<file path="src/rtl/mem_port_arbiter_if.sv">
// ============================================================================
// mem_port_arbiter_if : requester-side and memory-side bus of the port arbiter
// Rev 1.0
// ============================================================================
`timescale 1ns/1ps
`default_nettype none

interface mem_port_arbiter_if #(
  parameter int NUM_REQ = 4,
  parameter int ADDR_W  = 32,
  parameter int DATA_W  = 32
);
  logic [NUM_REQ-1:0]             req_avail;
  logic [NUM_REQ-1:0]             req_r_en;
  logic [NUM_REQ-1:0]             req_w_en;
  logic [NUM_REQ-1:0][ADDR_W-1:0] req_ptr;
  logic [NUM_REQ-1:0][DATA_W-1:0] req_data_store;
  logic [NUM_REQ-1:0]             req_write_through;
  logic [NUM_REQ-1:0]             req_done;
  logic [DATA_W-1:0]              req_data_load;

  logic                           mem_avail;
  logic                           mem_r_en;
  logic                           mem_w_en;
  logic [ADDR_W-1:0]              mem_ptr;
  logic [DATA_W-1:0]              mem_data_store;
  logic                           mem_write_through;
  logic                           mem_done;
  logic [DATA_W-1:0]              mem_data_load;

  // Arbiter view
  modport master (
    input  req_avail, req_r_en, req_w_en, req_ptr, req_data_store,
           req_write_through, mem_done, mem_data_load,
    output req_done, req_data_load, mem_avail, mem_r_en, mem_w_en,
           mem_ptr, mem_data_store, mem_write_through
  );

  // Requesters plus memory controller view
  modport slave (
    output req_avail, req_r_en, req_w_en, req_ptr, req_data_store,
           req_write_through, mem_done, mem_data_load,
    input  req_done, req_data_load, mem_avail, mem_r_en, mem_w_en,
           mem_ptr, mem_data_store, mem_write_through
  );
endinterface

`default_nettype wire

</file>
<file path="src/rtl/mem_port_arbiter.sv">
// ============================================================================
// mem_port_arbiter : round-robin sharing of one memory port by NUM_REQ handles
// Rev 1.0
// ============================================================================
`timescale 1ns/1ps
`default_nettype none

module mem_port_arbiter #(
  parameter int NUM_REQ = 4,
  parameter int ADDR_W  = 32,
  parameter int DATA_W  = 32,
  localparam int ID_W   = (NUM_REQ > 1) ? $clog2(NUM_REQ) : 1
) (
  input  logic             clk,
  input  logic             rst_l,
  mem_port_arbiter_if.master bus,
  output logic             busy_o,
  output logic [ID_W-1:0]  grant_id_o
);

  localparam int CW = ID_W + 1;

  typedef enum logic [1:0] {
    S_IDLE    = 2'd0,
    S_BUSY    = 2'd1,
    S_RELEASE = 2'd2
  } state_e;

  state_e              state_q;
  logic [ID_W-1:0]     grant_q;
  logic                mem_avail_q;
  logic                mem_r_en_q;
  logic                mem_w_en_q;
  logic                mem_wt_q;
  logic [ADDR_W-1:0]   mem_ptr_q;
  logic [DATA_W-1:0]   mem_data_q;

  logic [NUM_REQ-1:0]  req_valid;
  logic                any_valid;
  logic [ID_W-1:0]     win_idx;
  logic [CW-1:0]       cand;
  logic [NUM_REQ-1:0]  done_vec;

  assign req_valid = bus.req_avail & (bus.req_r_en | bus.req_w_en);

  // Scan last_grant+1 .. last_grant+NUM_REQ with wrap; first valid wins.
  always_comb begin
    any_valid = 1'b0;
    win_idx   = '0;
    cand      = '0;
    for (int k = 1; k <= NUM_REQ; k++) begin
      cand = {1'b0, grant_q} + CW'(k);
      if (cand >= CW'(NUM_REQ)) begin
        cand = cand - CW'(NUM_REQ);
      end
      if (!any_valid && req_valid[cand[ID_W-1:0]]) begin
        any_valid = 1'b1;
        win_idx   = cand[ID_W-1:0];
      end
    end
  end

  always_ff @(posedge clk or negedge rst_l) begin
    if (!rst_l) begin
      state_q     <= S_IDLE;
      grant_q     <= ID_W'(NUM_REQ - 1);
      mem_avail_q <= 1'b0;
      mem_r_en_q  <= 1'b0;
      mem_w_en_q  <= 1'b0;
      mem_wt_q    <= 1'b0;
      mem_ptr_q   <= '0;
      mem_data_q  <= '0;
    end else begin
      case (state_q)
        S_IDLE: begin
          if (any_valid) begin
            state_q     <= S_BUSY;
            grant_q     <= win_idx;
            mem_avail_q <= 1'b1;
            // Write takes priority when both enables are set.
            mem_r_en_q  <= bus.req_r_en[win_idx] & ~bus.req_w_en[win_idx];
            mem_w_en_q  <= bus.req_w_en[win_idx];
            mem_wt_q    <= bus.req_write_through[win_idx];
            mem_ptr_q   <= bus.req_ptr[win_idx];
            mem_data_q  <= bus.req_data_store[win_idx];
          end
        end
        S_BUSY: begin
          if (bus.mem_done) begin
            state_q     <= S_RELEASE;
            mem_avail_q <= 1'b0;
            mem_r_en_q  <= 1'b0;
            mem_w_en_q  <= 1'b0;
          end
        end
        S_RELEASE: begin
          state_q <= S_IDLE;
        end
        default: begin
          state_q <= S_IDLE;
        end
      endcase
    end
  end

  // Completion reaches only the grantee, and only while its command is live.
  always_comb begin
    done_vec = '0;
    if (state_q == S_BUSY && bus.mem_done) begin
      done_vec[grant_q] = 1'b1;
    end
  end

  assign bus.req_done          = done_vec;
  assign bus.req_data_load     = bus.mem_data_load;
  assign bus.mem_avail         = mem_avail_q;
  assign bus.mem_r_en          = mem_r_en_q;
  assign bus.mem_w_en          = mem_w_en_q;
  assign bus.mem_ptr           = mem_ptr_q;
  assign bus.mem_data_store    = mem_data_q;
  assign bus.mem_write_through = mem_wt_q;
  assign busy_o                = (state_q != S_IDLE);
  assign grant_id_o            = grant_q;

endmodule

`default_nettype wire

</file>
<file path="src/flat_wrapper.sv">
// flat-port wrapper written by rule: the top's interface ports become plain ports
module mem_port_arbiter_flat 
#(
  parameter int NUM_REQ = 4,
  parameter int ADDR_W  = 32,
  parameter int DATA_W  = 32,
  localparam int ID_W   = (NUM_REQ > 1) ? $clog2(NUM_REQ) : 1
)
  (clk, rst_l, busy_o, grant_id_o, bus_req_avail, bus_req_r_en, bus_req_w_en, bus_req_ptr, bus_req_data_store, bus_req_write_through, bus_mem_done, bus_mem_data_load, bus_req_done, bus_req_data_load, bus_mem_avail, bus_mem_r_en, bus_mem_w_en, bus_mem_ptr, bus_mem_data_store, bus_mem_write_through);
  mem_port_arbiter_if #(.NUM_REQ(NUM_REQ), .ADDR_W(ADDR_W), .DATA_W(DATA_W)) bus_i ();
  input  logic clk;
  input  logic rst_l;
  output logic busy_o;
  output logic [ID_W-1:0] grant_id_o;
  input wire logic [$bits(bus_i.req_avail)-1:0] bus_req_avail;
  input wire logic [$bits(bus_i.req_r_en)-1:0] bus_req_r_en;
  input wire logic [$bits(bus_i.req_w_en)-1:0] bus_req_w_en;
  input wire logic [$bits(bus_i.req_ptr)-1:0] bus_req_ptr;
  input wire logic [$bits(bus_i.req_data_store)-1:0] bus_req_data_store;
  input wire logic [$bits(bus_i.req_write_through)-1:0] bus_req_write_through;
  input wire logic [$bits(bus_i.mem_done)-1:0] bus_mem_done;
  input wire logic [$bits(bus_i.mem_data_load)-1:0] bus_mem_data_load;
  output wire logic [$bits(bus_i.req_done)-1:0] bus_req_done;
  output wire logic [$bits(bus_i.req_data_load)-1:0] bus_req_data_load;
  output wire logic [$bits(bus_i.mem_avail)-1:0] bus_mem_avail;
  output wire logic [$bits(bus_i.mem_r_en)-1:0] bus_mem_r_en;
  output wire logic [$bits(bus_i.mem_w_en)-1:0] bus_mem_w_en;
  output wire logic [$bits(bus_i.mem_ptr)-1:0] bus_mem_ptr;
  output wire logic [$bits(bus_i.mem_data_store)-1:0] bus_mem_data_store;
  output wire logic [$bits(bus_i.mem_write_through)-1:0] bus_mem_write_through;
  assign bus_i.req_avail = bus_req_avail;
  assign bus_i.req_r_en = bus_req_r_en;
  assign bus_i.req_w_en = bus_req_w_en;
  assign bus_i.req_ptr = bus_req_ptr;
  assign bus_i.req_data_store = bus_req_data_store;
  assign bus_i.req_write_through = bus_req_write_through;
  assign bus_i.mem_done = bus_mem_done;
  assign bus_i.mem_data_load = bus_mem_data_load;
  assign bus_req_done = bus_i.req_done;
  assign bus_req_data_load = bus_i.req_data_load;
  assign bus_mem_avail = bus_i.mem_avail;
  assign bus_mem_r_en = bus_i.mem_r_en;
  assign bus_mem_w_en = bus_i.mem_w_en;
  assign bus_mem_ptr = bus_i.mem_ptr;
  assign bus_mem_data_store = bus_i.mem_data_store;
  assign bus_mem_write_through = bus_i.mem_write_through;
  mem_port_arbiter #(.NUM_REQ(NUM_REQ), .ADDR_W(ADDR_W), .DATA_W(DATA_W)) u_core (.clk(clk), .rst_l(rst_l), .bus(bus_i), .busy_o(busy_o), .grant_id_o(grant_id_o));
endmodule
</file>
<file path="config.mk">
export PLATFORM = sky130hd
export DESIGN_NAME = mem_port_arbiter_flat
export DESIGN_NICKNAME = d
export VERILOG_FILES = /design/src/rtl/mem_port_arbiter_if.sv /design/src/rtl/mem_port_arbiter.sv /design/src/flat_wrapper.sv
export SDC_FILE = /design/constraint.sdc
export NUM_CORES = 1
export LEC_CHECK = 0
export BUFFER_PORTS_ARGS = -buffer_cell sky130_fd_sc_hd__buf_2
export CAP_MARGIN = 25
export CORE_ASPECT_RATIO = 0.7
export CORE_MARGIN = 8
export CORE_UTILIZATION = 27
export CTS_BUF_LIST = sky130_fd_sc_hd__clkbuf_8
export DETAILED_ROUTE_END_ITERATION = 8
export GPL_ROUTABILITY_DRIVEN = 0
export GPL_TIMING_DRIVEN = 1
export MAX_ROUTING_LAYER = met4
export PLACE_DENSITY = 0.7
export SYNTH_ARGS = -nofsm -noshare
export SYNTH_HDL_FRONTEND = slang
export SYNTH_SLANG_ARGS = --single-unit
export TNS_END_PERCENT = 50
</file>
<file path="constraint.sdc">
create_clock -name clk -period 9.7 [get_ports clk]
set_input_delay 1.455 -clock clk [delete_from_list [all_inputs] [get_ports clk]]
set_output_delay 1.455 -clock clk [all_outputs]
set_load 0.01 [all_outputs]
</file>
==> results.md, run 1 <==
* Status: completed
* Worst skew pair latency at 0.36 ns
* Mapped Area at 5190 sq um
* Total power per unit cell area at 346 nW/um^2
* First-pass GRT wire length at 37200 um
* Post-CTS Setup Repair Bufs at 0
* Vias at between 6000 and 7000
* Max-slew violations at 0
* Slew margin rel. at 41.7%
* Design Power at 2.44 mW
* Mean Syn Cell Area at approximately 8.1 sq um
* # resized after CTS at 0
* Final setup fails at 0
* Primary FF master, synth: dfrtp_1
* Clock Sinks at slightly above 70
* Worst path bufs/invs at 3
* Vias in the first global route at 6464
* Number of synthesized flops with an enable pin at 0
* DRC at 0
* RSZ-0062 raised after global routing: no
* Crit path cell chain: buf_2 -> o21ai_2 -> o32ai_1 -> a21oi_1 -> a221o_2 -> buf_4 -> and2_4 -> buf_4 -> a211oi_1 -> a311oi_1
* Core area at 18900 sq um
* Initial core utilization at between 20% and 30%
* Syn nets at 948
* Switching Share at 52.6%
* #FFs+latches synth at 72
* Worst slew pin tran at between 0.8 and 0.9 ns
* CTS Hold Bufs at 0
* Detailed Route Iter0 Violations at roughly 540
* Crit path DAT at slightly above 5 ns
* Startpoint Class: primary input
* Ys async rst share at 100%
* Required @ worst endpoint at 9.97 ns
* I/O Buffers at 349
* Fin. Hold Viols at 0
* Die W at 182 um
* Clk buf depth at 2
* Sequential area share after synthesis at 34.8%
* DR vias/cell at 5.36
* Max Freq at ~200 MHz
* Leak at approximately 3.3 nW
* Post-DP HPWL at 17800 um
* Nets@finish at 1223
* Kind of critical path: in -> reg
* Setup TNS at 0 ns
* Switch Pwr at 1.28 mW
* IO Pins at ~410
* Pre-CTS setup slack at 4.42 ns
* Largest net degree at the start of global routing at 76
* Antenna violations before repair at 2
* Fin cells at 1160
* Clk_skew at 0.0122 ns
* Total wire length at 24100 um
* Row cnt at between 40 and 50
* Wire per inst at 20.7 um
* Worst-path maximum fanout at 75
* Ys Warns at 0
* Root buf cell: clkbuf_8
* Fraction of layout cells with a size suffix above 1 at between 40 and 50%
* Endpoint class of the critical path: flop
* Clock Power Share at 11.6%
* Max-Cap Viols at 0
* Type of the worst min-delay path: reg -> reg
* Synth top cells by count: 139 x nand2_1, 70 x dfrtp_1, 68 x nor2_1
* CTS tree: yes
* Synth unique cells at 45
* GRT Total Usage at 19.9%
* Crit path max-delay family: compound AO/OA/AOI/OAI gates
* DRT Pass-1 Iters at 5
* Post-synth top area cell: dfrtp_1
* Clock-pin slew on the worst setup and hold paths at 0.09 ns
* Worst setup margin at 4.85 ns
* Cell at the slowest stage of the critical path: buf_4
* Int Pwr at 1.15 mW
* Die area at 24000 sq um
* Congestion Overflow GR at 0
* ANT nets after route at 0
* H-tree Lvls at 3
* Sequential share of power at 23.0%
* Gate power share at 65.4%
* Post-Syn Instances at roughly 640
* Inst Count DP at 1142
* Cell mode on critical path: buf_4
* Chip Height at between 100 and 150 um
* Share of the synthesized area in the top cell type at 33.8%
* TritonCTS buffer count at 9
* Crit path time final at 4.85 ns
* Peak supply drop at 0.000180 V
* Layout overhead on the synthesized area at 35.8%
* Synth top area cells: dfrtp_1 34%, a311oi_1 11%, nand2_1 10%, a211oi_1 9.4%, a21boi_0 8.4%
* Final Cycle Share at 50.0%
* Most frequent cell after synthesis: nand2_1
* Crit path largest cell delay at slightly below 0.7 ns
-- area by class of cell --
class	count	area, sq um
clock inverter	6	90.1
multi-input combinational	467	2860
fill	1985	11800
antenna	1	2.50
inverter	5	18.8
tap	242	303
timing repair buffer	357	1830
clock buffer	10	138
sequential	72	1800
-- power groups by stage --
stage | Combinational, mW | Sequential, mW | Clock (mW)
finish | 1.59 | 0.561 | 0.283
global placement | 1.58 | 0.559 | 0
detailed placement | 1.61 | 0.561 | 0
floorplan | 1.05 | 0.617 | 0
global route | 1.77 | 0.578 | 0.310
CTS | 1.61 | 0.559 | 0.297
-- sequential cells by signal, indices dropped and copies added (netlist names) --
name	flops
u_core.bus.mem_w_en	1
u_core.bus.mem_data_store	32
u_core.grant_id_o	2
u_core.state_q	2
u_core.bus.mem_r_en	1
u_core.bus.mem_avail	1
u_core.bus.mem_ptr	32
u_core.bus.mem_write_through	1
-- logic make-up after synthesis --
| family | synth area share (%) |
|---|---|
| buf+inv | 10.5 |
| fa+ha+maj | 0.965 |
| simple gates | 17.6 |
| compound gates | 35.5 |
| flops | 34.8 |
| mux | 0.627 |
-- tightest hold or removal path, cell delays in order, from the launching register on --
cell and delay, ns:
dfrtp_1 0.34, nand2_1 0.05, nand2_1 0.06
-- worst paths after layout --
check | start | end | slack, ns | depth (start not counted)
worst min register to register | u_core.bus.mem_avail | u_core.bus.mem_avail | 0.48 | 2
worst min-delay path | u_core.bus.mem_avail | u_core.bus.mem_avail | 0.48 | 2
worst max register to register | u_core.grant_id_o[0] | u_core.bus.mem_data_store[2] | 5.12 | 9
min in group asynchronous | rst_l | u_core.bus.mem_ptr[10] | 1.00 | 1
worst max-delay path | bus_req_w_en[2] | u_core.bus.mem_data_store[2] | 4.85 | 10
max in group asynchronous | rst_l | u_core.grant_id_o[1] | 8.05 | 2
-- stage by stage --
step | hold WS [ns] | utilization, % | cell area (sq um)
2_1_floorplan | 0.509 | - | 5190
3_3_place_gp | 0.457 | 36.0 | 6790
3_5_place_dp | 0.465 | 36.0 | 6790
4_1_cts | 0.482 | 37.2 | 7010
5_1_grt | 0.538 | 37.3 | 7040
6_report | 0.476 | 37.3 | 7040
-- cell usage in the layout, fill, tap and decap left out, drive strengths merged, types with 2 or more instances in the layout --
cell / instances
bufinv: 2
o21ai: 8
clkbuf: 10
dfrtp: 70
o32ai: 2
a21oi: 5
nand2: 139
inv: 7
a311oi: 66
nor2: 68
a21boi: 65
or2: 3
buf: 357
o2111a: 2
a31oi: 3
nand2b: 4
ha: 4
dfstp: 2
and2: 7
o21a: 4
nand4: 4
o211ai: 2
a211oi: 65
-- layer usage --
metal	wire, um	track usage, %	up-vias	share of wire [%]
met5	0	-	-	0
met3	2410	6.66	26	10
met4	331	4.27	0	1.4
li1	-	-	2860	-
met1	10100	24.7	2952	42
met2	11200	31.0	378	47
Power figures use the tool's default switching activity.
==> inputs of run 2 (changes only) <==
Clock period 9.7 ns to 4.6 ns, I/O delays scaled along.
==> results.md, run 2 (synthesis results as in run 1) <==
* Startpoint Class: flop
* Layout overhead on the synthesized area at 37.1%
* Design Power at 5.25 mW (+120%)
* Required @ worst endpoint at 4.84 ns (-5.13 ns)
* Nets@finish at 1231 (+0.65%)
* Fin cells at 1167 (+0.60%)
* Clk_skew at 0.0162 ns (+0.00404 ns)
* Post-CTS Setup Repair Bufs at 0 (unchanged)
* # fillers at 1955 (-1.5%)
* IO Pins at 414 (unchanged)
* Final Cycle Share at 79.2%
* Leak at 3.31 nW (+0.95%)
* Endpoint class of the critical path: flop
* Peak supply drop at 0.000351 V (+95%)
* Max-Cap Viols at 0 (unchanged)
* Vias in the first global route at 6599 (+2.1%)
* Initial core utilization at 27.5% (unchanged)
* ANT nets after route at 0 (unchanged)
* Core area at 18900 sq um (unchanged)
* Post-DP Area at 6870 sq um (+1.3%)
* Post-DP HPWL at 18400 um (+3.4%)
* Type of the worst min-delay path: in -> async
* I/O Buffers at 349 (unchanged)
* Final design utilization at 37.7% (+0.36 points)
* Area of the multi-input gates at 2860 sq um (unchanged)
* Max Freq at 274 MHz
* Max-slew violations at 0 (unchanged)
* Largest net degree at the start of global routing at 73 (-3.9%)
* Slew margin rel. at 43.5% (+1.8 points)
* Wire per inst at 20.9 um (+0.71%)
* Commonest cells after routing, fill and taps aside: 348 x buf_2, 138 x nand2_1, 70 x dfrtp_1
* DR vias/cell at 5.37 (+0.14%)
* Clock-pin slew on the worst setup and hold paths at 0.09 ns (about the same)
* Setup TNS at 0 ns (unchanged)
* Congestion Overflow GR at 0 (unchanged)
* First-pass GRT wire length at 37600 um (+1.3%)
* # resized after CTS at 0 (unchanged)
* TritonCTS buffer count at 9 (unchanged)
* Final non-filler cell area at 7110 sq um (+0.96%)
* GRT Total Usage at 20.2% (+0.34 points)
* Detailed Route Iter0 Violations at 469 (-13%)
* Reg area at 1800 sq um (unchanged)
* Inst Count DP at 1150 (+0.70%)
* Pre-CTS setup slack at 0.985 ns (-3.44 ns)
* Worst setup margin at 0.956 ns (-3.89 ns)
* Vias at 6262 (+0.74%)
* Root buf cell: clkbuf_8
* Chip Height at 132 um (unchanged)
* Clock Sinks at 72 (unchanged)
* Die area at 24000 sq um (unchanged)
* RSZ-0062 raised after global routing: no
* Row cnt at 42 (unchanged)
* Total wire length at 24400 um (+1.3%)
* DRT Pass-1 Iters at 7 (+2)
* Clk buf depth at 2 (unchanged)
* Crit path time final at 3.64 ns
* Worst-path maximum fanout at 46 (-39%)
* CTS Hold Bufs at 0 (unchanged)
* Worst skew pair latency at 0.36 ns (about the same)
* Hold Slack at 0.146 ns (-0.330 ns)
* DRC at 0 (unchanged)
* Antenna violations before repair at 3 (+1)
* Crit path DAT at 3.88 ns (-1.24 ns)
* H-tree Lvls at 3 (unchanged)
* Final setup fails at 0 (unchanged)
* Fin. Hold Viols at 0 (unchanged)
* Fraction of layout cells with a size suffix above 1 at 42.7% (+0.38 points)
* Total power per unit cell area at 738 nW/um^2 (+110%)
* Status: completed
* Commonest non-fill, non-tap cell in the layout: buf_2
* Kind of critical path: reg -> reg
* CTS tree: yes
* Die W at 182 um (unchanged)
* Worst slew pin tran at 0.847 ns (-0.0273 ns)
==> run 2: changes by cell type in the layout (fill, tap and decap cells not counted), sizes merged <==
cell / change
buf: +8
clkbuf: -1
clkinvlp: +1
diode: +1
inv: -2
==> run 2: area by class of cell <==
class	instances	area share (%)
well taps	242	4.26
flip-flops and latches	72	25.4
clock buffers	9	1.74
diodes	2	0.0704
clock inverters	5	1.18
inverters	5	0.264
repair buffers	365	26.9
multi-input cells	467	40.2
==> run 2: power by group <==
part	internal, mW	switching (mW)
clock	0.301	0.267
sequential	0.984	0.202
combinational	1.23	2.26
total	2.52	2.73
==> run 2: routing by layer <==
layer	wire length, um	global-route usage (%)	share of wire (%)	vias up
met5	0	-	0	-
met1	10300	24.5	42	2960
met2	11200	31.7	46	390
li1	-	-	-	2873
met4	479	6.18	2.0	0
met3	2360	6.36	9.7	39
==> run 2: path summary, 6_finish.rpt <==
kind | startpoint | endpoint | slack [ns] | cells past startpoint
worst max-delay path | u_core.grant_id_o[0] | u_core.bus.mem_ptr[28] | 0.96 | 10
worst min-delay path | rst_l | u_core.bus.mem_ptr[5] | 0.15 | 1
worst max register to register | u_core.grant_id_o[0] | u_core.bus.mem_ptr[28] | 0.96 | 10
worst min register to register | u_core.bus.mem_avail | u_core.bus.mem_avail | 0.48 | 2
max in group asynchronous | rst_l | u_core.grant_id_o[0] | 3.83 | 2
min in group clk | u_core.bus.mem_avail | u_core.bus.mem_avail | 0.48 | 2
==> run 2: worst max-delay path, stage by stage, from the launching register on <==
cell and delay (ns):
dfstp_2 0.71, inv_1 0.23, ha_1 0.46, inv_1 0.16, mux4_2 0.52, a41oi_2 0.22
o31ai_4 0.17, nand2_2 0.10, buf_4 0.46, nand2_1 0.12, a311oi_1 0.32
==> inputs of run 3 (changes only) <==
Clock period 4.6 ns to 3.7 ns, I/O delays scaled along.
==> results.md, run 3 (synthesis results as in run 1) <==
* Status: completed
* Final Cycle Share at 94.4% (+15 points)
* Layout overhead on the synthesized area at 39.6%
* RR Startpoint: u_core.grant_id_o[0]
* Congestion Overflow GR at 0 (unchanged)
* Clock-pin slew on the worst setup and hold paths at 0.08 ns (about the same)
* Slew margin rel. at 42.2% (-1.3 points)
* Root buf cell: clkbuf_8
* Nets@finish at 1235 (+0.32%)
* Antenna violations before repair at 0 (-3)
* Max-Cap Viols at 0 (unchanged)
* Chip Height at 132 um (unchanged)
* Worst slew pin tran at 0.866 ns (+0.0192 ns)
* Diode count at 0 (-2)
* Vias at 6222 (-0.64%)
* DR vias/cell at 5.31 (-0.98%)
* Area of the multi-input gates at 2860 sq um (about the same)
* RSZ-0062 raised after global routing: no
* Total power per unit cell area at 936 nW/um^2 (+27%)
* Crit path DAT at 3.74 ns (-0.14 ns)
* Commonest non-fill, non-tap cell in the layout: buf_2
* Kind of critical path: reg -> reg
* Commonest cells after routing, fill and taps aside: 348 x buf_2, 138 x nand2_1, 70 x dfrtp_1
* Fin. Hold Viols at 0 (unchanged)
* Fin cells at 1171 (+0.34%)
* Design Power at 6.78 mW (+29%)
* Worst-path maximum fanout at 33 (-28%)
* Endpoint class of the critical path: flop
* Crit path time final at 3.49 ns (-0.152 ns)
* Peak supply drop at 0.000427 V (+22%)
* Worst setup path end: u_core.bus.mem_data_store[4]
* Fraction of layout cells with a size suffix above 1 at 43.1% (+0.37 points)
* TritonCTS buffer count at 9 (unchanged)
* Max-slew violations at 0 (unchanged)
* Total wire length at 24400 um (about the same)
* # fillers at 1973 (+0.92%)
* Inst Count DP at 1153 (+0.26%)
* DRT Pass-1 Iters at 5 (-2)
* Startpoint Class: flop
* IO Pins at 414 (unchanged)
* Type of the worst min-delay path: in -> reg
* Initial core utilization at 27.5% (unchanged)
* CP Launch Point: u_core.grant_id_o[0]
* Max Freq at 286 MHz (+4.4%)
* Core area at 18900 sq um (unchanged)
* Setup TNS at 0 ns (unchanged)
* Worst reg2reg path depth at 11 (+1)
* H-tree Lvls at 3 (unchanged)
* Largest net degree at the start of global routing at 73 (unchanged)
* CTS tree: yes
* Die area at 24000 sq um (unchanged)
* Reg area at 1800 sq um (unchanged)
* Die W at 182 um (unchanged)
* Clock Sinks at 72 (unchanged)
* Detailed Route Iter0 Violations at 494 (+5.3%)
* DRC at 0 (unchanged)
* Leak at 3.38 nW (+2.1%)
* Final setup fails at 0 (unchanged)
* Clk_skew at 0.0160 ns (-0.000189 ns)
* I/O Buffers at 349 (unchanged)
* R2r endpoint: u_core.bus.mem_data_store[4]
* Clk buf depth at 2 (unchanged)
* Worst skew pair latency at 0.36 ns (about the same)
* Reg2reg setup slack at 0.21 ns (-0.75 ns)
* ANT nets after route at 0 (unchanged)
* Hold Slack at 0.423 ns (+0.277 ns)
* Vias in the first global route at 6362 (-3.6%)
* Post-DP HPWL at 18500 um (+0.56%)
* Required @ worst endpoint at 3.94 ns (-0.90 ns)
* GRT Total Usage at 19.9% (-0.37 points)
* Wire per inst at 20.8 um (-0.37%)
* First-pass GRT wire length at 36800 um (-2.3%)
* Row cnt at 42 (unchanged)
-- run 3: cell types whose count changed in the layout (fill, tap and decap cells not counted), sizes merged --
cell,delta
clkinvlp,-2
dlygate4sd3,+1
clkbuf,+2
buf,+3
clkinv,+2
diode,-2
-- run 3: worst min-delay path by stage --
stage                             to  cells past startpoint            startpoint
6_report           u_core.state_q[0]                      2          bus_mem_done
5_1_grt            u_core.state_q[0]                      2          bus_mem_done
4_1_cts        u_core.bus.mem_ptr[5]                      1                 rst_l
3_5_place_dp    u_core.bus.mem_avail                      2  u_core.bus.mem_avail
3_3_place_gp    u_core.bus.mem_avail                      2  u_core.bus.mem_avail
2_1_floorplan   u_core.bus.mem_avail                      0                 rst_l
-- run 3: cell type report --
type	count	share of cell area, %
clock buffer	11	2.09
clock inverter	5	1.09
inverter	5	0.259
multi-input combinational	467	39.5
sequential	72	24.9
tap	242	4.18
timing repair buffer	369	28.0
-- run 3: timing repair --
| item | 4_1_cts | 5_1_grt |
|---|---|---|
| gates resized for setup | 0 | 2 |
| setup buffers | 0 | 0 |
| endpoints found under the hold margin | 0 | 6 |
| hold buffers | 0 | 1 |
| endpoints found under the setup margin | 0 | 9 |
-- run 3: power by group --
part           internal [mW]  switching (mW)
logic                   1.70            2.87
registers               1.22           0.247
clock network          0.416           0.325
total                   3.34            3.44
-- run 3: worst max-delay path: stages, from the launching register on --
cell      delay (ns)
dfstp_2         0.71
inv_1           0.23
ha_2            0.48
nor2_1          0.11
o2111a_1        0.14
a41o_1          0.23
o31ai_4         0.36
and2_4          0.33
buf_12          0.22
buf_4           0.20
nand2_1         0.06
a311oi_1        0.30
-- run 3: metal layers --
metal  part of all wire [%]  GRT usage (%)  up-vias  wire (um)
li1                       -              -     2874          -
met1                     41           23.8     2924      10100
met2                     47           32.1      394      11600
met3                    9.7           6.31       30       2360
met4                    1.4           4.63        0        337
met5                      0              -        -          0
-- run 3: per-stage QoR --
step / area [sq um] / utilization, % / worst slack, ns
after floorplan: 5190 / - / 0.438
after global placement: 6970 / 36.9 / 0.248
after detailed placement: 6970 / 36.9 / 0.168
after CTS: 7200 / 38.2 / 0.164
after global routing: 7240 / 38.4 / 0.0405
final: 7240 / 38.4 / 0.208
